File: src/rtl/gpio_bank_pkg.sv
// Shared definitions for the GPIO bank: per-port register offsets, the unmapped
// read value and the address-to-port decode helper.
package gpio_bank_pkg;

  typedef enum logic [2:0] {
    REG_DDR  = 3'd0,
    REG_PORT = 3'd1,
    REG_PIN  = 3'd2,
    REG_SP   = 3'd3,
    REG_IEN  = 3'd4,
    REG_IEDG = 3'd5,
    REG_IFLG = 3'd6,
    REG_TGL  = 3'd7
  } reg_off_e;

  localparam logic [7:0] UNMAPPED_RD = 8'hAA;

  // Each port owns eight consecutive addresses, so the port index is addr / 8.
  function automatic int unsigned port_sel(input logic [15:0] a);
    return 32'(a >> 3);
  endfunction

endpackage

File: src/rtl/gpio_bank_if.sv
// Internal 8-bit peripheral bus as seen by the GPIO bank.
interface gpio_bank_if #(
  parameter int AW = 6
);
  logic [AW-1:0] addr;
  logic [7:0]    data_in;
  logic [7:0]    data_out;
  logic          bus_cyc;
  logic          bus_we;

  modport master (output addr, data_in, bus_cyc, bus_we, input data_out);
  modport slave  (input addr, data_in, bus_cyc, bus_we, output data_out);
endinterface

File: src/rtl/gpio_port8.sv
// One 8-pin GPIO port: registers, input synchroniser, edge-triggered flags and
// the pad multiplexers between software GPIO and the special-function peripheral.
module gpio_port8
  import gpio_bank_pkg::*;
#(
  parameter int SYNC_STAGES = 2
) (
  input  logic       wb_clk_i,
  input  logic       rst,
  input  logic       we,
  input  reg_off_e   offset,
  input  logic [7:0] wdata,
  output logic [7:0] rdata,
  input  logic [7:0] io_in,
  output logic [7:0] io_out,
  output logic [7:0] io_oeb,
  input  logic [7:0] sf_out,
  input  logic [7:0] sf_oe,
  output logic [7:0] sf_in,
  output logic       irq
);

  logic [7:0] ddr_q, port_q, sp_q, ien_q, iedg_q, iflg_q;
  logic [SYNC_STAGES-1:0][7:0] sync_q;
  logic [7:0] hist_q;
  logic [7:0] pin;
  logic [7:0] iedg_eff, w1c, edge_seen, iflg_next;

  assign pin = sync_q[SYNC_STAGES-1];

  // An IEDG write lands in the same cycle as the edge it qualifies.
  always_comb begin
    // NOTE: every output of a comb block gets a default first so no latch is inferred.
    iedg_eff  = iedg_q;
    w1c       = 8'h00;
    if (we && offset == REG_IEDG) iedg_eff = wdata;
    if (we && offset == REG_IFLG) w1c      = wdata;
    edge_seen = ((pin & ~hist_q) & ~iedg_eff) | ((~pin & hist_q) & iedg_eff);
    iflg_next = (iflg_q & ~w1c) | (edge_seen & ien_q);
  end

  always_ff @(posedge wb_clk_i) begin
    // NOTE: state uses non-blocking assignments so every flop samples pre-edge values.
    if (rst) begin
      ddr_q  <= '0;
      port_q <= '0;
      sp_q   <= '0;
      ien_q  <= '0;
      iedg_q <= '0;
      iflg_q <= '0;
      sync_q <= '0;
      hist_q <= '0;
    end else begin
      if (we) begin
        unique case (offset)
          REG_DDR:  ddr_q  <= wdata;
          REG_PORT: port_q <= wdata;
          REG_SP:   sp_q   <= wdata;
          REG_IEN:  ien_q  <= wdata;
          REG_IEDG: iedg_q <= wdata;
          REG_TGL:  port_q <= port_q ^ wdata;
          default:  ;
        endcase
      end
      iflg_q <= iflg_next;
      sync_q <= {sync_q[SYNC_STAGES-2:0], io_in};
      hist_q <= pin;
    end
  end

  always_comb begin
    rdata = 8'h00;
    unique case (offset)
      REG_DDR:  rdata = ddr_q;
      REG_PORT: rdata = port_q;
      REG_PIN:  rdata = pin;
      REG_SP:   rdata = sp_q;
      REG_IEN:  rdata = ien_q;
      REG_IEDG: rdata = iedg_q;
      REG_IFLG: rdata = iflg_q;
      default:  rdata = 8'h00;
    endcase
  end

  assign io_out = (sp_q & sf_out) | (~sp_q & port_q);
  assign io_oeb = (sp_q & ~sf_oe) | (~sp_q & ~ddr_q);
  assign sf_in  = sp_q & io_in;
  assign irq    = |(iflg_q & ien_q);

endmodule

File: src/rtl/gpio_bank.sv
// NPORTS-port GPIO bank: address decode across the port instances and the
// registered bus read path.
module gpio_bank
  import gpio_bank_pkg::*;
#(
  parameter int NPORTS      = 2,
  parameter int SYNC_STAGES = 2,
  parameter int AW          = 6
) (
  input  logic                wb_clk_i,
  input  logic                rst,
  gpio_bank_if.slave          bus,
  input  logic [NPORTS*8-1:0] io_in,
  output logic [NPORTS*8-1:0] io_out,
  output logic [NPORTS*8-1:0] io_oeb,
  input  logic [NPORTS*8-1:0] sf_out,
  input  logic [NPORTS*8-1:0] sf_oe,
  output logic [NPORTS*8-1:0] sf_in,
  output logic [NPORTS-1:0]   irq
);

  localparam logic [AW:0] NREGS = (AW+1)'(NPORTS * 8);

  logic        mapped;
  int unsigned port_idx;
  logic [7:0]  port_rdata [NPORTS];
  logic [7:0]  rd_next;
  reg_off_e    offset;

  assign mapped   = {1'b0, bus.addr} < NREGS;
  assign port_idx = port_sel(16'(bus.addr));
  assign offset   = reg_off_e'(bus.addr[2:0]);

  for (genvar p = 0; p < NPORTS; p++) begin : g_port
    gpio_port8 #(.SYNC_STAGES(SYNC_STAGES)) u_port (
      .wb_clk_i (wb_clk_i),
      .rst      (rst),
      .we       (bus.bus_cyc && bus.bus_we && mapped && port_idx == unsigned'(p)),
      .offset   (offset),
      .wdata    (bus.data_in),
      .rdata    (port_rdata[p]),
      .io_in    (io_in[p*8 +: 8]),
      .io_out   (io_out[p*8 +: 8]),
      .io_oeb   (io_oeb[p*8 +: 8]),
      .sf_out   (sf_out[p*8 +: 8]),
      .sf_oe    (sf_oe[p*8 +: 8]),
      .sf_in    (sf_in[p*8 +: 8]),
      .irq      (irq[p])
    );
  end

  always_comb begin
    rd_next = UNMAPPED_RD;
    if (mapped) begin
      for (int p = 0; p < NPORTS; p++) begin
        if (port_idx == unsigned'(p)) rd_next = port_rdata[p];
      end
    end
  end

  // Read data captures the pre-write value and holds between accesses.
  always_ff @(posedge wb_clk_i) begin
    if (rst)              bus.data_out <= 8'h00;
    else if (bus.bus_cyc) bus.data_out <= rd_next;
  end

endmodule

File: src/flat_wrapper.sv
// flat-port wrapper written by rule: the top's interface ports become plain ports
module gpio_bank_flat import gpio_bank_pkg::*;
#(
  parameter int NPORTS      = 2,
  parameter int SYNC_STAGES = 2,
  parameter int AW          = 6
)
  (wb_clk_i, rst, io_in, io_out, io_oeb, sf_out, sf_oe, sf_in, irq, bus_addr, bus_data_in, bus_bus_cyc, bus_bus_we, bus_data_out);
  gpio_bank_if #(.AW(AW)) bus_i ();
  input  logic wb_clk_i;
  input  logic rst;
  input  logic [NPORTS*8-1:0] io_in;
  output logic [NPORTS*8-1:0] io_out;
  output logic [NPORTS*8-1:0] io_oeb;
  input  logic [NPORTS*8-1:0] sf_out;
  input  logic [NPORTS*8-1:0] sf_oe;
  output logic [NPORTS*8-1:0] sf_in;
  output logic [NPORTS-1:0] irq;
  input wire logic [$bits(bus_i.addr)-1:0] bus_addr;
  input wire logic [$bits(bus_i.data_in)-1:0] bus_data_in;
  input wire logic [$bits(bus_i.bus_cyc)-1:0] bus_bus_cyc;
  input wire logic [$bits(bus_i.bus_we)-1:0] bus_bus_we;
  output wire logic [$bits(bus_i.data_out)-1:0] bus_data_out;
  assign bus_i.addr = bus_addr;
  assign bus_i.data_in = bus_data_in;
  assign bus_i.bus_cyc = bus_bus_cyc;
  assign bus_i.bus_we = bus_bus_we;
  assign bus_data_out = bus_i.data_out;
  gpio_bank #(.NPORTS(NPORTS), .SYNC_STAGES(SYNC_STAGES), .AW(AW)) u_core (.wb_clk_i(wb_clk_i), .rst(rst), .bus(bus_i), .io_in(io_in), .io_out(io_out), .io_oeb(io_oeb), .sf_out(sf_out), .sf_oe(sf_oe), .sf_in(sf_in), .irq(irq));
endmodule
File: config.mk
export PLATFORM = sky130hd
export DESIGN_NAME = gpio_bank_flat
export DESIGN_NICKNAME = d
export VERILOG_FILES = /design/src/rtl/gpio_bank_pkg.sv /design/src/rtl/gpio_bank_if.sv /design/src/rtl/gpio_port8.sv /design/src/rtl/gpio_bank.sv /design/src/flat_wrapper.sv
export SDC_FILE = /design/constraint.sdc
export NUM_CORES = 1
export LEC_CHECK = 0
export BUFFER_PORTS_ARGS = -buffer_cell sky130_fd_sc_hd__clkbuf_2
export CAP_MARGIN = 20
export CORE_UTILIZATION = 30
export CTS_CLUSTER_DIAMETER = 150
export CTS_CLUSTER_SIZE = 12
export DETAILED_ROUTE_END_ITERATION = 10
export PLACE_DENSITY = 0.53
export REMOVE_ABC_BUFFERS = 1
export SETUP_SLACK_MARGIN = 0.5
export SLEW_MARGIN = 20
export SYNTH_ARGS = -nofsm -noshare
export SYNTH_HDL_FRONTEND = slang
export SYNTH_SLANG_ARGS = --single-unit
File: constraint.sdc
create_clock -name wb_clk_i -period 1.8 [get_ports wb_clk_i]
set_clock_uncertainty 0.15 [all_clocks]
set_input_delay 0 -clock wb_clk_i [delete_from_list [all_inputs] [get_ports wb_clk_i]]
set_output_delay 0 -clock wb_clk_i [all_outputs]
set_load 0.01 [all_outputs]
==> impl_metrics.py, run 1 <==
metrics = {
    "pwr": {
        "swShare": 0.244,
        "power.leakage_nw": 4.42,
        "pwr-share-clk": 0.467,
        "total_power_mw": 7.87,
        "peakVddDrop_v": 0.000533,
        "p_sw_mw": 1.92,
        "powerDensity_nw_per_um2": 724,
        "p_comb_frac": 0.095,
        "pwr-share-seq": 0.438,
        "internal_power_mw": 5.95,
    },
    "setup_path": {
        "crit_type": "register to register",
        "required_ps": 1950,
        "slowest_stage": "mux4_2",
        "critPathLaunchType": "register",
        "critical-path-top-delay-family": "multiplexers",
        "path_max_fanout": 2,
        "critPathBufInv": 0,
        "rrSetupSlack_ps": 40,
        "cp_cell_sequence": "mux4_2 -> or3_4 -> a221oi_4 -> a2111oi_2",
        "max_stage_delay_ps": 480,
        "cp.arrival_ps": 1920,
        "endpoint_kind": "register",
    },
    "cts": {
        "cts-root-buf": "clkbuf_16",
        "clockBufferDepth": 2,
        "clkLatencyLatePin_ps": 430,
        "cts_htree_levels": 4,
        "cts.sinks": 152,
        "cts_tree": "yes",
        "clk_pin_slew_ps": 60,
        "cts_made_buffers": 17,
    },
    "place": {
        "routabilityCongestion": 0.870,
        "portBuffers": 123,
        "dp_worst_setup_slack_ps": -50.4,
        "dp_hpwl_um": 17300,
        "postPlaceCellArea_um2": 9090,
    },
    "synth": {
        "ys_types": 67,
        "yosysWarnings": 0,
        "synth_area_um2": 7650,
        "synth_area_per_cell_um2": 9.33,
        "synth_edf_count": 0,
        "netlist_instances": 820,
        "yosysSeqAreaShare": 0.398,
        "synth-seq-cells": 152,
        "synthFlopType": "dfxtp_1",
        "postSynth.asyncResetShare": 0,
    },
    "finish": {
        "syn2layout_area_growth_pct": 42.0,
        "drive_above_1_share": 0.380,
        "antenna_cells": 0,
        "design_area_um2": 10900,
        "final.fill_count": 2492,
        "fin_nets": 1110,
    },
    "timing": {
        "fmax_ghz": 0.567,
        "slew_violations": 0,
        "fin_crit_ps": 1760,
        "rsz0062_at_grt": "true",
        "fin_tns_setup_ps": 0,
        "slew_headroom": 0.606,
        "period_share": 0.980,
        "whs_ps": -10.6,
        "worst_pin_slew_ps": 590,
        "hold_viol": 6,
        "setup_viol": 0,
        "layout_setup_ws_ps": 35.9,
    },
    "global_routing": {
        "grt_pass1_wl_um": 38900,
        "grt_max_degree": 71,
        "grt_pass1_vias": 6618,
        "antenna_found_initial": 0,
        "grt-ovfl-total": 0,
        "grtUsageTotal": 0.198,
    },
    "floorplan": {
        "die_x_um": 162,
        "pin_count": 124,
        "dieHeight_um": 162,
        "num_rows": 58,
        "core_area_um2": 25100,
        "start_util": 0.305,
        "fp.dieArea_um2": 26100,
    },
    "drt": {
        "wirelength_um": 26600,
        "drc": 0,
        "vias": 7201,
        "first_iter_violations": 501,
        "ant_nets": 0,
        "wl_per_cell_um": 19.2,
        "vias_per_cell": 5.20,
        "drtPass1Iterations": 5,
    },
    "job": {
        "cap_violations": 0,
    },
    "run_status": {
        "status": "finished with violations",
        "violations": "hold timing",
    },
    "hold_path": {
        "worstHoldPathType": "input pin to register",
    },
}
state kept, by name, indices dropped and copies added (netlist names):
register / flops
u_core.g_port.u_port.iflg_q: 16
u_core.g_port.u_port.port_q: 16
u_core.g_port.u_port.ien_q: 16
u_core.bus.data_out: 8
u_core.g_port.u_port.sp_q: 16
u_core.g_port.u_port.ddr_q: 16
u_core.g_port.u_port.hist_q: 16
u_core.g_port.u_port.sync_q: 16
u_core.g_port.u_port.iedg_q: 16
u_core.g_port.u_port.pin: 16
power groups by stage:
stage | registers, mW | clock network [mW] | logic (mW)
after floorplan | 3.52 | 0 | 0.182
after global placement | 3.54 | 0 | 0.582
after detailed placement | 3.54 | 0 | 0.587
after CTS | 3.44 | 3.73 | 0.694
after global routing | 3.44 | 3.89 | 0.793
final | 3.44 | 3.68 | 0.747
worst min-delay path: cells and delay by family:
kind                   cells  cell delay [ps]
buffers and inverters      2              400
and+or+nand+nor            1              120
layer usage:
layer | up-vias | global-route usage | part of all wire
met2 | 230 | 0.325 | 0.47
met5 | - | 0 | 0
met3 | 20 | 0.0322 | 0.054
met4 | 0 | 0.0455 | 0.010
li1 | 3468 | - | -
met1 | 3483 | 0.270 | 0.46
final timing paths:
kind | startpoint | endpoint | depth (start not counted)
max | u_core.g_port[1].u_port.sp_q[1]$_SDFFE_PP0P_ | u_core.bus.data_out[1]$_SDFFE_PP0P_ | 4
min | rst | u_core.g_port[0].u_port.ddr_q[1]$_SDFFE_PP0P_ | 3
max reg2reg | u_core.g_port[1].u_port.sp_q[1]$_SDFFE_PP0P_ | u_core.bus.data_out[1]$_SDFFE_PP0P_ | 4
min reg2reg | u_core.g_port[0].u_port.sync_q[6]$_SDFF_PP0_ | u_core.g_port[0].u_port.pin[6]$_SDFF_PP0_ | 1
what timing repair did:
item,4_1_cts,5_1_grt
cloned,0,2
resized for setup,107,119
pin swaps,19,25
endpoints found under the setup margin,76,113
hold buffers,40,3
buffers inserted,11,13
endpoints found under the hold margin,98,2
cell usage in the layout, fill, tap and decap left out, types with 17 or more instances in the layout:
cell type,n
a211o_1,24
dfxtp_2,41
buf_4,74
mux2i_1,71
o211ai_1,21
inv_1,28
nor2_1,65
dfxtp_1,95
clkbuf_2,81
buf_2,25
nand2_1,18
dlygate4sd3_1,38
nand3_1,28
a21oi_1,35
buf_6,36
clkbuf_16,17
nor2b_1,57
through the flow:
stage | utilization | std cells | hold slack, ps
2_1_floorplan | - | 753 | -80.9
3_3_place_gp | 0.362 | 1287 | 75.9
3_5_place_dp | 0.362 | 1287 | 76.4
4_1_cts | 0.416 | 1369 | -40.7
5_1_grt | 0.433 | 1386 | 16.9
6_report | 0.433 | 1386 | -10.6
layout make-up:
cell class / instances / area [µm²] / share of cell area
Clock buffer: 19 / 443 / 0.0408
Clock inverter: 12 / 151 / 0.0139
Inverter: 29 / 109 / 0.0100
Multi-Input combinational cell: 573 / 4420 / 0.407
Sequential cell: 152 / 3150 / 0.290
Tap cell: 330 / 413 / 0.0380
Timing Repair Buffer: 271 / 2180 / 0.200
synthesized netlist by cell type, types with 3 or more instances:
cell | instances | area (µm²)
a211o_1 | 24 | 210
o21ai_0 | 28 | 140
a32oi_1 | 3 | 26.3
a21boi_0 | 9 | 67.6
or4bb_1 | 8 | 90.1
a211oi_1 | 3 | 22.5
a41oi_1 | 9 | 78.8
nor3_1 | 9 | 45.0
nand2_1 | 22 | 82.6
buf_4 | 8 | 60.1
a22o_1 | 3 | 26.3
nor4bb_1 | 8 | 80.1
a21oi_1 | 39 | 195
mux2_2 | 27 | 304
or3_1 | 6 | 37.5
and2_1 | 17 | 106
and4_1 | 3 | 26.3
dfxtp_1 | 152 | 3040
mux4_2 | 4 | 90.1
nand2b_1 | 8 | 50.1
nor2b_1 | 57 | 357
and3_1 | 11 | 68.8
nand4_1 | 4 | 25.0
inv_1 | 28 | 105
o211ai_1 | 21 | 158
a221o_1 | 6 | 60.1
nand4_2 | 3 | 37.5
buf_2 | 18 | 90.1
nand3_1 | 28 | 140
a22oi_1 | 15 | 113
mux2i_1 | 73 | 731
clkbuf_1 | 35 | 131
or3b_1 | 8 | 70.1
buf_6 | 3 | 33.8
a221oi_1 | 12 | 105
or2_2 | 5 | 31.3
nor2_1 | 66 | 248
kinds of logic (layout without fill, tap and decap cells):
kind of cell              after synthesis  after routing  share of synthesized area
buffers and inverters                  96            331                     0.0586
muxes                                 105            105                      0.150
AOI/OAI and AO/OA                     184            184                      0.172
and+or+nand+nor                       282            283                      0.221
xor gates and xnor gates                1              1                    0.00115
DFF                                   152            152                      0.398
Power figures use the tool's default switching activity.
==> inputs of run 2 (changes only) <==
--- a/config.mk
+++ b/config.mk
@@ -13,2 +13,3 @@
 export DETAILED_ROUTE_END_ITERATION = 10
+export HOLD_SLACK_MARGIN = 0.02
 export PLACE_DENSITY = 0.53
--- a/constraint.sdc
+++ b/constraint.sdc
@@ -4,2 +4,2 @@
 set_output_delay 0 -clock wb_clk_i [all_outputs]
-set_load 0.01 [all_outputs]
+set_load 0.02 [all_outputs]
==> run 2 against run 1 <==
  * The run still ends with hold timing left
  * Worst setup slack improved by 8.7 ps
  * Final cell count rose by 0.43%
  * Combinational power hardly changed
  * First-iteration DRC count increased by 5.8%
  * Hold slack got worse by 6.6 ps
  * Global-route usage is 0.34 points higher
  * Non-clock buffer count is 5 higher
  * Via count rose by 0.29%
  * Register-to-register slack is essentially flat
  * Wire length barely moved
  * Sequential share of layout area decreased by 0.59 points
  * Clock power is 1% lower
==> impl_metrics.py, run 2 (synthesis results as in run 1) <==
metrics = {
    "run_status": {
        "status": "finished with violations",
        "violations": "hold timing",
    },
    "timing": {
        "slew_violations": 0,
        "hold_viol": 1,
        "worst_pin_slew_ps": 963,
        "slew_headroom": 0.357,
        "rsz0062_at_grt": "true",
        "fmax_ghz": 0.570,
        "fin_crit_ps": 1760,
        "whs_ps": -17.2,
        "fin_tns_setup_ps": 0,
        "period_share": 0.975,
        "setup_viol": 0,
    },
    "setup_path": {
        "required_ps": 1960,
        "rrSetupSlack_ps": 40,
        "timing.rr.start": "u_core.g_port[1].u_port.sp_q[1]$_SDFFE_PP0P_",
        "endpoint_kind": "register",
        "crit_type": "register to register",
        "critPathLaunch": "u_core.g_port[1].u_port.sp_q[1]$_SDFFE_PP0P_",
        "r2r-end": "u_core.bus.data_out[1]$_SDFFE_PP0P_",
        "critPathLaunchType": "register",
        "cp.arrival_ps": 1910,
        "ff2ff_path_depth": 4,
        "path_max_fanout": 2,
    },
    "pwr": {
        "total_power_mw": 7.83,
        "pwr-share-clk": 0.465,
        "p_comb_frac": 0.096,
        "power.leakage_nw": 4.55,
        "swShare": 0.255,
        "peakVddDrop_v": 0.000470,
        "powerDensity_nw_per_um2": 707,
        "internal_power_mw": 5.83,
        "p_sw_mw": 2.00,
        "pwr-share-seq": 0.440,
    },
    "cts": {
        "cts_tree": "yes",
        "cts_htree_levels": 4,
        "cts.sinks": 152,
        "cts-root-buf": "clkbuf_16",
        "cts_made_buffers": 17,
        "clkLatencyLatePin_ps": 440,
        "clockBufferDepth": 2,
        "clk_pin_slew_ps": 70,
    },
    "drt": {
        "first_iter_violations": 530,
        "vias_per_cell": 5.19,
        "vias": 7222,
        "ant_nets": 0,
        "drc": 0,
        "drtPass1Iterations": 5,
        "wirelength_um": 26500,
        "wl_per_cell_um": 19.1,
    },
    "global_routing": {
        "grt_max_degree": 71,
        "grt-ovfl-total": 0,
        "grt-busiest-layer": "met2",
        "met2_usage": 0.322,
        "antenna_found_initial": 0,
        "use_met1": 0.274,
        "grtUsageTotal": 0.201,
        "grt_pass1_vias": 6648,
        "grtUsageMet3": 0.0368,
        "grt_pass1_wl_um": 39400,
    },
    "finish": {
        "mostFrequentLayoutCells": "buf_4 (104), dfxtp_1 (96), clkbuf_2 (74)",
        "antenna_cells": 0,
        "fin_nets": 1115,
        "instances_no_fill": 1392,
        "final_common_cell": "buf_4",
        "syn2layout_area_growth_pct": 44.8,
        "drive_above_1_share": 0.397,
    },
    "hold_path": {
        "hold_path_end": "u_core.bus.data_out[0]$_SDFFE_PP0P_",
        "holdPathStages": 5,
        "min_from": "bus_addr[4]",
        "worstHoldPathType": "input pin to register",
    },
    "floorplan": {
        "num_rows": 58,
        "pin_count": 124,
        "start_util": 0.305,
        "core_area_um2": 25100,
        "die_x_um": 162,
        "dieHeight_um": 162,
        "fp.dieArea_um2": 26100,
    },
    "place": {
        "portBuffers": 123,
        "numPlacedInstances": 1288,
        "dp_hpwl_um": 17300,
        "routabilityCongestion": 0.868,
    },
    "job": {
        "cap_violations": 0,
    },
}
[run 2: cell count changes in the layout (fill, tap and decap cells not counted), moves of 4 or more]
cell / change
buf_2: -21
buf_4: +30
buf_6: -16
buf_8: +16
clkbuf_2: -7
clkinv_4: +4
inv_1: -4
inv_2: +4
[run 2: how the worst max path moves through the flow]
stage	end
global route	u_core.bus.data_out[1]$_SDFFE_PP0P_
global placement	u_core.g_port[1].u_port.ddr_q[2]$_SDFFE_PP0P_
detailed placement	u_core.g_port[1].u_port.ddr_q[2]$_SDFFE_PP0P_
finish	u_core.bus.data_out[1]$_SDFFE_PP0P_
CTS	u_core.bus.data_out[1]$_SDFFE_PP0P_
floorplan	u_core.g_port[1].u_port.port_q[0]$_SDFFE_PP0P_
[run 2: repair_timing]
item,in CTS,in global routing
pin swaps,23,31
endpoints found under the hold margin,117,2
endpoints found under the setup margin,68,188
setup buffers,21,10
hold buffers,40,1
gates resized for setup,180,108
gates cloned,0,1
[run 2: through the flow]
| stage | setup WS [ps] | instance area [µm²] | utilization |
|---|---|---|---|
| floorplan | -55.4 | 7310 | - |
| global placement | -80.9 | 9100 | 0.362 |
| detailed placement | -86.4 | 9100 | 0.362 |
| CTS | 41.4 | 10800 | 0.430 |
| global route | -17.9 | 11100 | 0.441 |
| finish | 44.6 | 11100 | 0.441 |
[run 2: power by group through the flow]
stage               combinational, mW  sequential (mW)  clock, mW
finish                          0.749             3.44       3.64
global placement                0.592             3.54          0
global route                    0.798             3.45       3.87
floorplan                       0.184             3.53          0
detailed placement              0.596             3.54          0
CTS                             0.712             3.44       3.74
[run 2: worst max-delay path, cell delays in order (launching register included)]
cell and delay, ps:
dfxtp_2 320, mux4_2 480, or3_4 350, a221oi_2 240, a2111oi_0 90
[run 2: metal layers]
layer,part of all wire,vias to the layer above
met5,0,-
met4,0.014,0
met3,0.052,30
met2,0.47,245
met1,0.46,3475
li1,-,3472
[run 2: layout make-up]
type | count | area, µm²
clock buffers | 19 | 443
inverters | 29 | 109
fillers | 2421 | 14000
multi-input cells | 573 | 4450
flip-flops and latches | 152 | 3150
repair buffers | 276 | 2370
well taps | 330 | 413
clock inverters | 13 | 146
==> inputs of run 3 (changes only) <==
Settings changed: GPL_ROUTABILITY_DRIVEN set to 1, RECOVER_POWER set to 25.
==> run 3 against run 2 <==
  * Critical path depth did not move
  * Global-route usage did not move
  * The run still ends with hold timing left
  * Register-to-register slack barely moved
  * Critical endpoint is now u_core.bus.data_out[2]$_SDFFE_PP0P_
==> impl_metrics.py, run 3 (synthesis results as in run 1) <==
metrics = {
    "run_status": {
        "status": "finished with violations",
        "violations": "hold timing",
    },
    "global_routing": {
        "grtUsageTotal": 0.201,
        "antenna_found_initial": 0,
        "met2_usage": 0.322,
        "grt-busiest-layer": "met2",
        "grt_max_degree": 71,
        "grt_pass1_wl_um": 39400,
        "grt_pass1_vias": 6648,
        "grtUsageMet3": 0.0368,
        "grt-ovfl-total": 0,
        "use_met1": 0.274,
    },
    "drt": {
        "wirelength_um": 26600,
        "drtPass1Iterations": 5,
        "drc": 0,
        "vias": 7222,
        "first_iter_violations": 529,
        "ant_nets": 0,
        "vias_per_cell": 5.19,
        "wl_per_cell_um": 19.1,
    },
    "timing": {
        "setup_viol": 0,
        "whs_ps": -21.6,
        "rsz0062_at_grt": "true",
        "slew_headroom": 0.357,
        "hold_viol": 1,
        "worst_pin_slew_ps": 963,
        "period_share": 0.989,
        "slew_violations": 0,
        "fmax_ghz": 0.562,
        "fin_crit_ps": 1780,
        "fin_tns_setup_ps": 0,
        "layout_setup_ws_ps": 19.4,
    },
    "cts": {
        "clk_pin_slew_ps": 60,
        "cts_htree_levels": 4,
        "cts-root-buf": "clkbuf_16",
        "cts.sinks": 152,
        "clkLatencyLatePin_ps": 440,
        "clockBufferDepth": 2,
        "cts_tree": "yes",
        "cts_made_buffers": 17,
    },
    "pwr": {
        "peakVddDrop_v": 0.000388,
        "swShare": 0.256,
        "p_comb_frac": 0.095,
        "pwr-share-seq": 0.440,
        "total_power_mw": 7.83,
        "internal_power_mw": 5.83,
        "powerDensity_nw_per_um2": 708,
        "p_sw_mw": 2.00,
        "pwr-share-clk": 0.465,
        "power.leakage_nw": 4.53,
    },
    "setup_path": {
        "critPathLaunchType": "input pin",
        "cp.arrival_ps": 1960,
        "endpoint_kind": "register",
        "critPathBufInv": 2,
        "slowest_stage": "dlygate4sd3_1",
        "critical-path-top-delay-family": "buffers and inverters",
        "path_max_fanout": 33,
        "required_ps": 1980,
        "crit_type": "input pin to register",
        "cp_cell_sequence": "clkbuf_2 -> dlygate4sd3_1 -> nand4b_1 -> o41ai_1",
        "max_stage_delay_ps": 840,
    },
    "finish": {
        "antenna_cells": 0,
        "final_common_cell": "buf_4",
        "instances_no_fill": 1392,
        "mostFrequentLayoutCells": "buf_4 (102), dfxtp_1 (97), clkbuf_2 (73)",
        "multi_input_area_um2": 4450,
        "drive_above_1_share": 0.393,
        "fin_nets": 1115,
        "regArea_um2": 3150,
        "final.fill_count": 2426,
        "syn2layout_area_growth_pct": 44.6,
        "design_area_um2": 11100,
        "fin_util": 0.441,
    },
    "floorplan": {
        "die_x_um": 162,
        "dieHeight_um": 162,
        "num_rows": 58,
        "pin_count": 124,
        "start_util": 0.305,
        "core_area_um2": 25100,
        "fp.dieArea_um2": 26100,
    },
    "hold_path": {
        "worstHoldPathType": "input pin to register",
    },
    "place": {
        "dp_worst_setup_slack_ps": -86.4,
        "dp_hpwl_um": 17300,
        "portBuffers": 123,
        "routabilityCongestion": 0.868,
        "numPlacedInstances": 1288,
        "postPlaceCellArea_um2": 9100,
    },
    "job": {
        "cap_violations": 0,
    },
}
## run 3: changes by cell type in the layout (fill, tap and decap cells not counted)
cell	delta
clkbuf_2	-1
buf_6	-1
dfxtp_1	+1
dfxtp_2	-1
buf_4	-2
clkbuf_1	+4
## run 3: final timing paths
kind	from	to	slack, ps	depth (start not counted)
setup / recovery	rst	u_core.bus.data_out[2]$_SDFFE_PP0P_	20	4
hold / removal	bus_addr[4]	u_core.bus.data_out[0]$_SDFFE_PP0P_	-20	5
setup reg to reg	u_core.g_port[1].u_port.sp_q[1]$_SDFFE_PP0P_	u_core.bus.data_out[1]$_SDFFE_PP0P_	50	4
hold reg to reg	u_core.g_port[0].u_port.sync_q[2]$_SDFF_PP0_	u_core.g_port[0].u_port.pin[2]$_SDFF_PP0_	290	1
## run 3: area by class of cell
cell class / instances / share of cell area
clock buffer: 19 / 0.0400
clock inverter: 13 / 0.0132
inverter: 29 / 0.00984
multi-input combinational: 573 / 0.402
sequential: 152 / 0.285
tap: 330 / 0.0373
timing repair buffer: 276 / 0.213
## run 3: power by group through the flow
stage / logic (mW) / clock network, mW / registers (mW)
after CTS: 0.712 / 3.74 / 3.44
final: 0.746 / 3.64 / 3.44
after floorplan: 0.184 / 0 / 3.53
after global routing: 0.794 / 3.87 / 3.45
after detailed placement: 0.596 / 0 / 3.54
after global placement: 0.592 / 0 / 3.54
## run 3: timing repair
item	in CTS	in global routing
hold buffers	40	1
setup buffers	21	10
gates cloned	0	1
endpoints found under the setup margin	68	188
gates resized for setup	180	108
endpoints found under the hold margin	117	2
pin swaps	23	31
## run 3: tightest hold or removal path: stages
cell      delay, ps
clkbuf_2         90
buf_4           120
nor3b_1          80
a41oi_2         140
o31ai_1          80
## run 3: routing by layer
layer / share of wire / wire (µm)
met5: 0 / 0
met4: 0.014 / 373
met3: 0.052 / 1390
met2: 0.47 / 12500
met1: 0.46 / 12300
